<file path="src/rtl/axil_arb_pkg.sv">
// Shared types and AXI4-Lite response codes for the two-requester round-robin arbiter.
package axil_arb_pkg;

  typedef enum logic [1:0] {
    ST_IDLE,
    ST_ADDR,
    ST_RESP,
    ST_DONE
  } state_e;

  localparam logic [1:0] OKAY         = 2'b00;
  localparam logic [1:0] EXOKAY       = 2'b01;
  localparam logic [1:0] SLVERR       = 2'b10;
  localparam logic [1:0] DECERR       = 2'b11;
  localparam logic [1:0] RESP_TIMEOUT = 2'b11;

  function automatic logic resp_is_err(input logic [1:0] resp);
    return resp != OKAY;
  endfunction

endpackage

</file>
<file path="src/rtl/axil_rr_arbiter_if.sv">
// AXI4-Lite channel bundle between the arbiter (master) and the downstream slave.
interface axil_rr_arbiter_if #(
  parameter int AW = 32,
  parameter int DW = 32
) ();

  logic [AW-1:0]   awaddr;
  logic [2:0]      awprot;
  logic            awvalid;
  logic            awready;
  logic [DW-1:0]   wdata;
  logic [DW/8-1:0] wstrb;
  logic            wvalid;
  logic            wready;
  logic [1:0]      bresp;
  logic            bvalid;
  logic            bready;
  logic [AW-1:0]   araddr;
  logic [2:0]      arprot;
  logic            arvalid;
  logic            arready;
  logic [DW-1:0]   rdata;
  logic [1:0]      rresp;
  logic            rvalid;
  logic            rready;

  modport master (
    output awaddr, awprot, awvalid, wdata, wstrb, wvalid, bready,
    output araddr, arprot, arvalid, rready,
    input  awready, wready, bresp, bvalid, arready, rdata, rresp, rvalid
  );

  modport slave (
    input  awaddr, awprot, awvalid, wdata, wstrb, wvalid, bready,
    input  araddr, arprot, arvalid, rready,
    output awready, wready, bresp, bvalid, arready, rdata, rresp, rvalid
  );

endinterface

</file>
<file path="src/rtl/axil_rr_pick.sv">
// Two-way round-robin picker: favours the requester that was not granted last.
module axil_rr_pick (
  input  logic       clk,
  input  logic       rst,
  input  logic [1:0] req_i,
  input  logic       update_i,
  output logic       any_o,
  output logic       grant_o
);

  logic last_q;

  // NOTE: every output is assigned on every path through this block, so no latch is inferred.
  always_comb begin
    any_o   = |req_i;
    grant_o = req_i[~last_q] ? ~last_q : last_q;
  end

  // NOTE: state registers use non-blocking assignments so all flops update together at the edge.
  always_ff @(posedge clk) begin
    if (rst) begin
      last_q <= 1'b1;
    end else if (update_i) begin
      last_q <= grant_o;
    end
  end

endmodule

</file>
<file path="src/rtl/axil_rr_arbiter.sv">
// Shares one AXI4-Lite master port between two req/ack requesters, one transaction at a time.
module axil_rr_arbiter
  import axil_arb_pkg::*;
#(
  parameter int AW      = 32,
  parameter int DW      = 32,
  parameter int TIMEOUT = 1024
) (
  input  logic                  ACLK,
  input  logic                  ARESET,
  input  logic [1:0]            REQ,
  input  logic [1:0]            REQ_WE,
  input  logic [1:0][AW-1:0]    REQ_ADDR,
  input  logic [1:0][DW-1:0]    REQ_WDATA,
  input  logic [1:0][DW/8-1:0]  REQ_WSTRB,
  output logic [1:0]            ACK,
  output logic [DW-1:0]         RDATA,
  output logic [1:0]            RESP,
  output logic                  ERROR,
  axil_rr_arbiter_if.master     m_axi
);

  localparam bit              TMO_EN   = TIMEOUT > 0;
  localparam int              CW       = TMO_EN ? $clog2(TIMEOUT + 1) : 1;
  localparam logic [CW-1:0]   TMO_LAST = CW'(TMO_EN ? TIMEOUT - 1 : 0);

  state_e          state_q;
  logic            grant_q, we_q;
  logic [AW-1:0]   addr_q;
  logic [DW-1:0]   wdata_q, rdata_q;
  logic [DW/8-1:0] wstrb_q;
  logic            awvalid_q, wvalid_q, arvalid_q, bready_q, rready_q;
  logic            aw_done_q, w_done_q;
  logic [1:0]      ack_q, resp_q;
  logic            error_q;
  logic [CW-1:0]   tmo_q;

  logic pick_any, pick_grant, pick_upd;
  logic aw_hs, w_hs, ar_hs, addr_done, resp_hs, tmo_hit;
  logic [1:0] resp_in;

  assign pick_upd = (state_q == ST_IDLE) && pick_any;

  axil_rr_pick u_pick (
    .clk      (ACLK),
    .rst      (ARESET),
    .req_i    (REQ),
    .update_i (pick_upd),
    .any_o    (pick_any),
    .grant_o  (pick_grant)
  );

  assign aw_hs     = awvalid_q && m_axi.awready;
  assign w_hs      = wvalid_q && m_axi.wready;
  assign ar_hs     = arvalid_q && m_axi.arready;
  // Write address and data may complete in either order; both must be seen before moving on.
  assign addr_done = we_q ? ((aw_done_q || aw_hs) && (w_done_q || w_hs)) : ar_hs;
  assign resp_hs   = we_q ? (bready_q && m_axi.bvalid) : (rready_q && m_axi.rvalid);
  assign resp_in   = we_q ? m_axi.bresp : m_axi.rresp;
  assign tmo_hit   = TMO_EN && (tmo_q == TMO_LAST);

  always_ff @(posedge ACLK) begin
    if (ARESET) begin
      state_q   <= ST_IDLE;
      grant_q   <= 1'b0;
      we_q      <= 1'b0;
      addr_q    <= '0;
      wdata_q   <= '0;
      wstrb_q   <= '0;
      awvalid_q <= 1'b0;
      wvalid_q  <= 1'b0;
      arvalid_q <= 1'b0;
      bready_q  <= 1'b0;
      rready_q  <= 1'b0;
      aw_done_q <= 1'b0;
      w_done_q  <= 1'b0;
      ack_q     <= '0;
      rdata_q   <= '0;
      resp_q    <= '0;
      error_q   <= 1'b0;
      tmo_q     <= '0;
    end else begin
      ack_q <= '0;
      case (state_q)
        ST_IDLE: begin
          if (pick_any) begin
            grant_q   <= pick_grant;
            we_q      <= REQ_WE[pick_grant];
            addr_q    <= REQ_ADDR[pick_grant];
            wdata_q   <= REQ_WDATA[pick_grant];
            wstrb_q   <= REQ_WSTRB[pick_grant];
            awvalid_q <= REQ_WE[pick_grant];
            wvalid_q  <= REQ_WE[pick_grant];
            arvalid_q <= ~REQ_WE[pick_grant];
            aw_done_q <= 1'b0;
            w_done_q  <= 1'b0;
            tmo_q     <= '0;
            state_q   <= ST_ADDR;
          end
        end
        ST_ADDR: begin
          if (aw_hs) begin
            awvalid_q <= 1'b0;
            aw_done_q <= 1'b1;
          end
          if (w_hs) begin
            wvalid_q <= 1'b0;
            w_done_q <= 1'b1;
          end
          if (ar_hs) begin
            arvalid_q <= 1'b0;
          end
          if (addr_done) begin
            bready_q <= we_q;
            rready_q <= ~we_q;
            tmo_q    <= '0;
            state_q  <= ST_RESP;
          end else if (tmo_hit) begin
            awvalid_q      <= 1'b0;
            wvalid_q       <= 1'b0;
            arvalid_q      <= 1'b0;
            rdata_q        <= '0;
            resp_q         <= RESP_TIMEOUT;
            error_q        <= 1'b1;
            ack_q[grant_q] <= 1'b1;
            tmo_q          <= '0;
            state_q        <= ST_DONE;
          end else begin
            tmo_q <= tmo_q + CW'(1);
          end
        end
        ST_RESP: begin
          if (resp_hs) begin
            bready_q       <= 1'b0;
            rready_q       <= 1'b0;
            rdata_q        <= we_q ? '0 : m_axi.rdata;
            resp_q         <= resp_in;
            error_q        <= error_q || resp_is_err(resp_in);
            ack_q[grant_q] <= 1'b1;
            tmo_q          <= '0;
            state_q        <= ST_DONE;
          end else if (tmo_hit) begin
            bready_q       <= 1'b0;
            rready_q       <= 1'b0;
            rdata_q        <= '0;
            resp_q         <= RESP_TIMEOUT;
            error_q        <= 1'b1;
            ack_q[grant_q] <= 1'b1;
            tmo_q          <= '0;
            state_q        <= ST_DONE;
          end else begin
            tmo_q <= tmo_q + CW'(1);
          end
        end
        ST_DONE: begin
          tmo_q   <= '0;
          state_q <= ST_IDLE;
        end
        default: state_q <= ST_IDLE;
      endcase
    end
  end

  assign ACK   = ack_q;
  assign RDATA = rdata_q;
  assign RESP  = resp_q;
  assign ERROR = error_q;

  assign m_axi.awaddr  = addr_q;
  assign m_axi.awprot  = 3'b000;
  assign m_axi.awvalid = awvalid_q;
  assign m_axi.wdata   = wdata_q;
  assign m_axi.wstrb   = wstrb_q;
  assign m_axi.wvalid  = wvalid_q;
  assign m_axi.bready  = bready_q;
  assign m_axi.araddr  = addr_q;
  assign m_axi.arprot  = 3'b000;
  assign m_axi.arvalid = arvalid_q;
  assign m_axi.rready  = rready_q;

endmodule
</file>
<file path="src/flat_wrapper.sv">
// flat-port wrapper written by rule: the top's interface ports become plain ports
module axil_rr_arbiter_flat import axil_arb_pkg::*;
#(
  parameter int AW      = 32,
  parameter int DW      = 32,
  parameter int TIMEOUT = 1024
)
  (ACLK, ARESET, REQ, REQ_WE, REQ_ADDR, REQ_WDATA, REQ_WSTRB, ACK, RDATA, RESP, ERROR, m_axi_awaddr, m_axi_awprot, m_axi_awvalid, m_axi_wdata, m_axi_wstrb, m_axi_wvalid, m_axi_bready, m_axi_araddr, m_axi_arprot, m_axi_arvalid, m_axi_rready, m_axi_awready, m_axi_wready, m_axi_bresp, m_axi_bvalid, m_axi_arready, m_axi_rdata, m_axi_rresp, m_axi_rvalid);
  axil_rr_arbiter_if #(.AW(AW), .DW(DW)) m_axi_i ();
  input  logic ACLK;
  input  logic ARESET;
  input  logic [1:0] REQ;
  input  logic [1:0] REQ_WE;
  input  logic [1:0][AW-1:0] REQ_ADDR;
  input  logic [1:0][DW-1:0] REQ_WDATA;
  input  logic [1:0][DW/8-1:0] REQ_WSTRB;
  output logic [1:0] ACK;
  output logic [DW-1:0] RDATA;
  output logic [1:0] RESP;
  output logic ERROR;
  output wire logic [$bits(m_axi_i.awaddr)-1:0] m_axi_awaddr;
  output wire logic [$bits(m_axi_i.awprot)-1:0] m_axi_awprot;
  output wire logic [$bits(m_axi_i.awvalid)-1:0] m_axi_awvalid;
  output wire logic [$bits(m_axi_i.wdata)-1:0] m_axi_wdata;
  output wire logic [$bits(m_axi_i.wstrb)-1:0] m_axi_wstrb;
  output wire logic [$bits(m_axi_i.wvalid)-1:0] m_axi_wvalid;
  output wire logic [$bits(m_axi_i.bready)-1:0] m_axi_bready;
  output wire logic [$bits(m_axi_i.araddr)-1:0] m_axi_araddr;
  output wire logic [$bits(m_axi_i.arprot)-1:0] m_axi_arprot;
  output wire logic [$bits(m_axi_i.arvalid)-1:0] m_axi_arvalid;
  output wire logic [$bits(m_axi_i.rready)-1:0] m_axi_rready;
  input wire logic [$bits(m_axi_i.awready)-1:0] m_axi_awready;
  input wire logic [$bits(m_axi_i.wready)-1:0] m_axi_wready;
  input wire logic [$bits(m_axi_i.bresp)-1:0] m_axi_bresp;
  input wire logic [$bits(m_axi_i.bvalid)-1:0] m_axi_bvalid;
  input wire logic [$bits(m_axi_i.arready)-1:0] m_axi_arready;
  input wire logic [$bits(m_axi_i.rdata)-1:0] m_axi_rdata;
  input wire logic [$bits(m_axi_i.rresp)-1:0] m_axi_rresp;
  input wire logic [$bits(m_axi_i.rvalid)-1:0] m_axi_rvalid;
  assign m_axi_awaddr = m_axi_i.awaddr;
  assign m_axi_awprot = m_axi_i.awprot;
  assign m_axi_awvalid = m_axi_i.awvalid;
  assign m_axi_wdata = m_axi_i.wdata;
  assign m_axi_wstrb = m_axi_i.wstrb;
  assign m_axi_wvalid = m_axi_i.wvalid;
  assign m_axi_bready = m_axi_i.bready;
  assign m_axi_araddr = m_axi_i.araddr;
  assign m_axi_arprot = m_axi_i.arprot;
  assign m_axi_arvalid = m_axi_i.arvalid;
  assign m_axi_rready = m_axi_i.rready;
  assign m_axi_i.awready = m_axi_awready;
  assign m_axi_i.wready = m_axi_wready;
  assign m_axi_i.bresp = m_axi_bresp;
  assign m_axi_i.bvalid = m_axi_bvalid;
  assign m_axi_i.arready = m_axi_arready;
  assign m_axi_i.rdata = m_axi_rdata;
  assign m_axi_i.rresp = m_axi_rresp;
  assign m_axi_i.rvalid = m_axi_rvalid;
  axil_rr_arbiter #(.AW(AW), .DW(DW), .TIMEOUT(TIMEOUT)) u_core (.ACLK(ACLK), .ARESET(ARESET), .REQ(REQ), .REQ_WE(REQ_WE), .REQ_ADDR(REQ_ADDR), .REQ_WDATA(REQ_WDATA), .REQ_WSTRB(REQ_WSTRB), .ACK(ACK), .RDATA(RDATA), .RESP(RESP), .ERROR(ERROR), .m_axi(m_axi_i));
endmodule
</file>
<file path="config.mk">
export PLATFORM = sky130hd
export DESIGN_NAME = axil_rr_arbiter_flat
export DESIGN_NICKNAME = d
export VERILOG_FILES = /design/src/rtl/axil_arb_pkg.sv /design/src/rtl/axil_rr_arbiter_if.sv /design/src/rtl/axil_rr_pick.sv /design/src/rtl/axil_rr_arbiter.sv /design/src/flat_wrapper.sv
export SDC_FILE = /design/constraint.sdc
export NUM_CORES = 1
export LEC_CHECK = 0
export ABC_AREA = 0
export ABC_CLOCK_PERIOD_IN_PS = 2100
export CAP_MARGIN = 20
export CORE_AREA = 2 2 130 132
export DETAILED_ROUTE_END_ITERATION = 16
export DIE_AREA = 0 0 132 134
export GPL_ROUTABILITY_DRIVEN = 0
export GPL_TIMING_DRIVEN = 0
export PLACE_DENSITY_LB_ADDON = 0.3
export SYNTH_ARGS = -nofsm -noshare
export SYNTH_HDL_FRONTEND = slang
export SYNTH_SLANG_ARGS = --single-unit
export TNS_END_PERCENT = 5
</file>
<file path="constraint.sdc">
create_clock -name ACLK -period 2.1 [get_ports ACLK]
set_input_delay 0.21 -clock ACLK [delete_from_list [all_inputs] [get_ports ACLK]]
set_output_delay 0.21 -clock ACLK [all_outputs]
set_load 0.005 [all_outputs]
</file>
Yosys cells after proc, flatten, opt, wreduce, memory -nomap -nowiden
Cells that the tools add are included.

storage, ports and cells
  bits of input ports = 183
  register bits after elaboration = 128
  word-level logic and storage cells = 127

cells by class
  multiplexer cells = 68
  equal/unequal tests = 10
  reduce and logical (&&, ||, !) cells = 22
  bitwise logic cells = 3
  $add $sub $neg = 1
  order comparisons = 4

operators by type and width
  kind                     number
  $mux W32                 8
  $pmux W32 S2             1
  $mux W11                 4
  $pmux W11 S4             1
  $mux W1                  29
  $mux W2                  11
  $pmux W1 S2              8
  $add A11 B1 Y11 const B  1
  $eq A11 B10 Y1 const B   1
  $reduce_and A3 Y1        3
  $logic_and A1 B1 Y1      8
  $mux W4                  2
  $ne A2 B1 Y1 const B     4
  $pmux W2 S2              2
  $pmux W2 S4              1
  $lt A1 B2 Y1 const B     3
  $reduce_and A2 Y1        3
  $reduce_bool A2 Y1       3
  $eq A2 B2 Y1 const B     2
  $logic_or A1 B1 Y1       3
  $ne A3 B1 Y1 const B     1
  $not A1 Y1               3
  $eq A2 B1 Y1 const B     1
  $logic_not A2 Y1         1
  other kinds (4)          4

Logic depth before layout (Yosys ltp)
Gate-level depths: netlist of run 1.

  depth after elaboration = 9
  mapped depth = 8

Hierarchy
A second synthesis of run 1 with hierarchy kept.

second synthesis, totals
  cells, all modules = 606
  area, all modules = 5683.0 sq um

by module, submodules not included
  module           instances  area each (sq um)  cells each
  axil_rr_arbiter  1          5625.4             599
  axil_rr_pick     1          57.6               7

Worst setup path before layout of run 1
No wires, ideal clock.

  kind = reg2reg
  start point = register u_core.state_q[1]
  end point = register u_core.rdata_q[10], in the netlist u_core.RDATA[10]
  buffers on the path = 1
  stages on the path, launching flop included = 9
  data required time = 1983 ps
  setup slack = 409 ps
  library setup time = 117 ps
  clock period less this slack = 1691 ps
  data arrival time = 1574 ps
  path through = dfxtp_1 inv_1 ha_1 inv_1 a211oi_2 a22oi_2 a21oi_4 buf_6 a22o_1

on the way
  word-level cells in the longest chain between the ends = 3
  elaborated cells between the ends (all ways) = 6
  classes of those cells = eq/ne: 3; mux: 1; reduce/logical: 2

RTL lines
  what                                                          line                    text
  from (decl)                                                   axil_rr_arbiter.sv:27   state_e state_q;
  from (signal assigned)                                        axil_rr_arbiter.sv:64   state_q <= ST_IDLE;
  from (signal assigned)                                        axil_rr_arbiter.sv:98   state_q <= ST_ADDR;
  from (signal assigned)                                        axil_rr_arbiter.sv:117  state_q <= ST_RESP;
  $eq A2 B1 Y1 or $eq A2 B2 Y1 (tied branches)                  axil_rr_arbiter.sv:84   case (state_q)
  $ne A2 B2 Y1 (no line) or $reduce_bool A2 Y1 (tied branches)  n/a
  $reduce_and A2 Y1 (no line)                                   n/a
  to (signal assigned)                                          axil_rr_arbiter.sv:136  rdata_q <= we_q ? '0 : m_axi.rdata;
  to (decl)                                                     axil_rr_arbiter.sv:30   logic [DW-1:0] wdata_q, rdata_q;

Several ways; a longest one is shown, not always the timed one.
A chain may end at the register's enable or synchronous reset.

Final worst setup path of run 1
  start point = register u_core.state_q[0]
  end point = register u_core.rdata_q[5], in the netlist u_core.RDATA[5]

Same word-level chain as after synthesis.

==> flow_metrics.py, run 1 <==
metrics = {
    "run_status": {
        "status": "finished, final reports clean",
    },
    "cts": {
        "numCtsBuffers": 17,
        "holdBufCountCts": 0,
        "root_buffer": "clkbuf_16",
        "htreeDepth": 4,
        "insertion_delay_ps": 410,
        "clkSinkCount": 128,
        "cts_max_path_buffers": 2,
        "path_clk_slew_ps": 50,
        "cts_tree": "yes",
    },
    "critical_path": {
        "required_ps": 2400,
        "cp-end-kind": "flip-flop",
        "worstSetupPathType": "flip-flop to flip-flop",
        "path_max_fanout": 10,
        "path_cells": "inv_1 > ha_1 > inv_1 > a21oi_1 > or2_4 > a21oi_4 > buf_6 > a22o_1",
        "cp_num_buf_inv": 3,
        "slowest_stage": "a21oi_1",
        "cpLargestDelayFamily": "compound AO/OA/AOI/OAI gates",
        "critPathMostFrequentCell": "inv_1",
        "cp_slowest_stage_delay_ps": 340,
        "cp-start-kind": "flip-flop",
        "crit_arrival_ps": 2290,
    },
    "die": {
        "io_pins": 331,
        "start_util_pct": 35.4,
        "die_w_um": 132,
        "dieArea_sq_um": 17700,
        "num_rows": 47,
        "core_region_area_sq_um": 16300,
        "die_h_um": 134,
    },
    "yosys": {
        "async_flop_share_pct": 0,
        "synth_top_area_cell": "dfxtp_1",
        "synth_area_leaders": "dfxtp_1, mux2i_1, a211oi_1, nor2_1, buf_4",
        "synth_top_area_share_pct": 44.5,
        "synthCells": 590,
        "syn_area_sq_um": 5760,
        "synth_edf_count": 0,
        "synth_seq_area_share_pct": 44.5,
        "yosys_register_bits": 128,
        "synth_ff_type": "dfxtp_1",
        "synth_cell_types": 55,
        "yosysWarnings": 0,
        "avgSynthCellArea_sq_um": 9.76,
    },
    "sta": {
        "fmax_mhz": 501,
        "slew_headroom_pct": 52.0,
        "skew_ps": 6.88,
        "drv_slew": 0,
        "setup_viol": 0,
        "min_period_ps": 1990,
        "hold_viol_final": 0,
        "worst_pin_slew_ps": 720,
        "fin_crit_sh_pct": 95.0,
    },
    "layout": {
        "final_cell_mix": "clkdlybuf4s50_1, dfxtp_1, nor2_1, mux2i_1, a211oi_1",
        "layout-drive-gt1-share_pct": 12.0,
        "fillers": 1409,
        "fin_cells": 1169,
        "nNetsFinal": 1126,
        "fin_area_sq_um": 9870,
        "layout_commonest_cell": "clkdlybuf4s50_1",
        "diodes": 0,
        "area_growth_pct": 71.3,
    },
    "drt": {
        "drt_first_iter_violations": 269,
        "antenna_left": 0,
        "viasPerCell": 4.89,
        "drtPass1Iterations": 4,
        "wl_per_cell_um": 16.6,
        "vias": 5721,
        "totalWireLength_mm": 19.4,
        "drc": 0,
    },
    "grt": {
        "grt_pass1_wl_mm": 30.0,
        "grt_pass1_vias": 5645,
        "grt_max_degree": 17,
        "grtUsageTotal_pct": 21.6,
        "antenna_found_initial": 0,
        "grt_overflow_total": 0,
    },
    "power": {
        "pwr_density_cell_nw_per_um2": 829,
        "p_leak_nw": 3.87,
        "worst_ir_drop_vdd_v": 0.000533,
    },
    "place": {
        "numPortBuffers": 323,
        "place_area_sq_um": 9290,
        "post-dp-hpwl_mm": 15.4,
        "dp_cells": 1138,
    },
    "worst_hold_path": {
        "hp-class": "input port to flip-flop",
    },
    "flow_run": {
        "maxCapViolCount": 0,
    },
}
## worst paths after layout
check	slack, ps	depth (start not counted)	to	startpoint
min reg2reg	470	1	u_core.RDATA[6]	u_core.RDATA[6]
max	110	8	u_core.RDATA[5]	u_core.state_q[0]
min	400	2	u_core.RDATA[18]	m_axi_rdata[18]
max reg2reg	110	8	u_core.RDATA[5]	u_core.state_q[0]
## routing by layer
metal / routed length (um) / GRT usage [%] / vias to the layer above / part of all wire, %
met4: 571 / 9.72 / 0 / 2.9
met3: 1510 / 6.88 / 40 / 7.8
met2: 9710 / 37.3 / 246 / 50
li1: - / - / 2802 / -
met1: 7650 / 24.5 / 2633 / 39
met5: 0 / 0 / - / 0
## cell families after synthesis
family	after synthesis	share of synthesized area [%]
mux	71	12.3
flops	128	44.5
other cells	1	0.0651
fa+ha+maj	6	1.30
xor+xnor	7	1.06
simple gates	139	11.7
buf+inv	89	9.23
compound gates	149	19.8
## flip-flops by register name, summed over array words and instances (netlist names), 2 cells and up
signal	count
u_core.RESP	2
u_core.RDATA	32
u_core.state_q	2
u_core.m_axi.wdata	32
u_core.ACK	2
u_core.m_axi.wstrb	4
u_core.tmo_q	11
u_core.m_axi.araddr	32
## final cells by class
class | count | area (sq um) | area share, %
buffer | 80 | 509 | 5.16
timing repair buffer | 323 | 3230 | 32.8
inverter | 9 | 33.8 | 0.342
clock buffer | 18 | 429 | 4.35
sequential | 128 | 2560 | 26.0
clock inverter | 13 | 123 | 1.24
tap | 220 | 275 | 2.79
multi-input combinational | 378 | 2700 | 27.4
## timing repair
| item | in CTS | in global routing |
|---|---|---|
| pin swaps | 0 | 2 |
| buffers inserted | 0 | 0 |
| resized for setup | 4 | 12 |
| setup endpoints to repair | 62 | 90 |
## Yosys cell counts, types with 4 or more instances
cell type and count:
nand4_1 4, clkbuf_1 21, a21oi_1 16, a22o_1 32, buf_6 4, dfxtp_1 128, buf_4 41, inv_1 8
ha_1 6, nand4b_1 4, nand2_1 13, nand3_1 11, xnor2_1 4, a211oi_1 69, o21ai_0 10, nor2_1 86
buf_2 11, mux2i_1 71
## power by group
group	total, mW	switching [mW]	internal (mW)
logic	2.50	1.05	1.45
registers	2.91	0.210	2.70
clock network	2.77	1.05	1.72
## through the flow
step	setup WS (ps)	TNS, ps	total power, mW	hold slack, ps	util [%]
floorplan	409	0	4.07	343	-
CTS	16.6	0	8.23	393	60.4
finish	105	0	8.18	403	60.6
global route	-14.5	-65.8	8.56	395	60.6
global placement	-188	-12020	5.43	456	57.0
detailed placement	-175	-11250	5.44	453	57.0
Note: power is estimated with default switching activity, not from simulation.
==> inputs of run 2 (changes only) <==
--- a/config.mk
+++ b/config.mk
@@ -9,6 +9,7 @@
 export ABC_CLOCK_PERIOD_IN_PS = 2100
 export CAP_MARGIN = 20
 export CORE_AREA = 2 2 130 132
+export CTS_CLUSTER_SIZE = 24
 export DETAILED_ROUTE_END_ITERATION = 16
 export DIE_AREA = 0 0 132 134
 export GPL_ROUTABILITY_DRIVEN = 0
==> results of run 2 <==
Same layout as run 1: the final DEF is identical, and so are final timing and power.
==> inputs of run 3 (changes only) <==
--- a/config.mk
+++ b/config.mk
@@ -6,12 +6,12 @@
 export NUM_CORES = 1
 export LEC_CHECK = 0
 export ABC_AREA = 0
-export ABC_CLOCK_PERIOD_IN_PS = 2100
+export ABC_CLOCK_PERIOD_IN_PS = 2300
 export CAP_MARGIN = 20
-export CORE_AREA = 2 2 130 132
+export CORE_AREA = 2 2 129 131
 export CTS_CLUSTER_SIZE = 24
 export DETAILED_ROUTE_END_ITERATION = 16
-export DIE_AREA = 0 0 132 134
+export DIE_AREA = 0 0 131 133
 export GPL_ROUTABILITY_DRIVEN = 0
 export GPL_TIMING_DRIVEN = 0
 export PLACE_DENSITY_LB_ADDON = 0.3
==> constraint.sdc (replaced) <==
create_clock -name ACLK -period 2.3 [get_ports ACLK]
set_input_delay 0.23 -clock ACLK [delete_from_list [all_inputs] [get_ports ACLK]]
set_output_delay 0.23 -clock ACLK [all_outputs]
set_load 0.005 [all_outputs]
==> run 3 against run 2 <==
  * Via count decreased by 2.4%
  * Total power decreased by 7.8%
  * Sequential share of layout area about the same
  * Setup slack improved by 110 ps
  * Utilization increased by 0.41 points
  * Sequential power decreased by 8.9%
  * Final cell count about the same
  * Clock power decreased by 6%
  * Count of clock-buffer cells in the layout unchanged
  * Non-clock buffer count unchanged
  * Combinational power decreased by 8.4%
  * Register-to-register slack improved by 110 ps
  * Largest power group unchanged
==> flow_metrics.py, run 3 (synthesized netlist as in run 1, its figures left out) <==
metrics = {
    "run_status": {
        "status": "finished, final reports clean",
    },
    "cts": {
        "cts_tree": "yes",
        "post_cts_resized": 0,
        "htreeDepth": 4,
        "path_clk_slew_ps": 60,
        "cts_max_path_buffers": 2,
        "insertion_delay_ps": 420,
        "root_buffer": "clkbuf_16",
        "holdBufCountCts": 0,
        "post_cts_buffers": 0,
        "numCtsBuffers": 17,
        "clkSinkCount": 128,
    },
    "die": {
        "die_h_um": 133,
        "io_pins": 331,
        "num_rows": 47,
        "dieArea_sq_um": 17400,
        "die_w_um": 131,
        "core_region_area_sq_um": 16200,
        "start_util_pct": 35.6,
    },
    "place": {
        "numPortBuffers": 323,
        "post-dp-hpwl_mm": 15.3,
        "place_ws_ps": -89.9,
        "dp_cells": 1138,
    },
    "critical_path": {
        "path_max_fanout": 10,
        "rr_worst_depth": 6,
        "crit_arrival_ps": 2350,
        "cp-end-kind": "flip-flop",
        "required_ps": 2570,
        "worstReg2RegEnd": "u_core.m_axi.araddr[4]",
        "worst-r2r-setup-slack_ps": 220,
        "r2r-start": "u_core.state_q[0]",
        "cp-start-kind": "flip-flop",
        "worstSetupPathType": "flip-flop to flip-flop",
    },
    "worst_hold_path": {
        "hp-class": "input port to flip-flop",
        "worstHoldStart": "m_axi_rdata[19]",
        "min_to": "u_core.RDATA[19]",
        "hold-path-cell-count": 2,
    },
    "sta": {
        "skew_ps": 12.9,
        "fin_crit_sh_pct": 90.6,
        "finalSetupTns_ps": 0,
        "min_period_ps": 2080,
        "fin_ws_ps": 216,
        "setup_viol": 0,
        "fmax_mhz": 480,
        "slew_headroom_pct": 52.3,
        "rsz0062_at_grt": "false",
        "drv_slew": 0,
        "hold_viol_final": 0,
        "worst_pin_slew_ps": 716,
    },
    "flow_run": {
        "maxCapViolCount": 0,
    },
    "layout": {
        "layout_commonest_cell": "clkdlybuf4s50_1",
        "diodes": 0,
        "postLayoutCoreUtil_pct": 61.0,
        "layout-drive-gt1-share_pct": 11.4,
        "nNetsFinal": 1126,
        "fin_cells": 1170,
        "final_cell_mix": "clkdlybuf4s50_1, dfxtp_1, nor2_1, mux2i_1, a211oi_1",
        "area_growth_pct": 71.2,
    },
    "grt": {
        "grt_overflow_total": 0,
        "antenna_found_initial": 0,
        "grt_pass1_vias": 5442,
        "grtUsageTotal_pct": 21.9,
        "grt_max_degree": 17,
        "grt_pass1_wl_mm": 29.1,
    },
    "power": {
        "p_leak_nw": 3.85,
        "worst_ir_drop_vdd_v": 0.000516,
        "pwr_density_cell_nw_per_um2": 764,
        "power_mw": 7.54,
    },
    "drt": {
        "wl_per_cell_um": 16.6,
        "antenna_left": 0,
        "viasPerCell": 4.77,
        "totalWireLength_mm": 19.5,
        "drtPass1Iterations": 4,
        "drc": 0,
        "vias": 5584,
        "drt_first_iter_violations": 261,
    },
}
run 3: worst max-delay path, stage by stage (launching register included):
cell and delay (ps):
dfxtp_1 310, inv_1 140, ha_1 240, nor2b_1 340, clkbuf_2 320, buf_1 460
a211oi_1 140
run 3: worst max-delay path by stage:
| stage | startpoint | end | slack (ps) | depth (start not counted) |
|---|---|---|---|---|
| floorplan | u_core.state_q[1] | u_core.RDATA[10] | 610 | 8 |
| global placement | REQ[1] | u_core.m_axi.araddr[7] | -30 | 6 |
| detailed placement | REQ[1] | u_core.m_axi.araddr[6] | -90 | 6 |
| CTS | u_core.state_q[0] | u_core.m_axi.araddr[11] | 20 | 6 |
| global route | u_core.state_q[0] | u_core.m_axi.wdata[16] | 20 | 6 |
| finish | u_core.state_q[0] | u_core.m_axi.araddr[4] | 220 | 6 |
run 3: routing by layer:
layer / track usage, % / vias to the layer above / routed length (um)
met3: 8.13 / 20 / 1840
li1: - / 2796 / -
met2: 37.6 / 230 / 9760
met4: 6.68 / 0 / 282
met1: 25.2 / 2538 / 7580
met5: 0 / - / 0
run 3: final cells by class:
class | instances | area (sq um)
Clock buffer | 18 | 429
Timing Repair Buffer | 323 | 3230
Buffer | 80 | 502
Multi-Input combinational cell | 378 | 2680
Inverter | 9 | 33.8
Tap cell | 220 | 275
Clock inverter | 14 | 141
Sequential cell | 128 | 2560
Fill cell | 1415 | 6310
run 3: through the flow:
| step | cell area (sq um) | hold slack [ps] |
|---|---|---|
| final | 9860 | 411 |
| after floorplan | 5780 | 363 |
| after detailed placement | 9290 | 453 |
| after CTS | 9860 | 393 |
| after global routing | 9860 | 409 |
| after global placement | 9290 | 453 |
run 3: power by group:
group | switching, mW | internal (mW)
Clock | 1.02 | 1.59
Sequential | 0.182 | 2.46
Combinational | 0.964 | 1.32
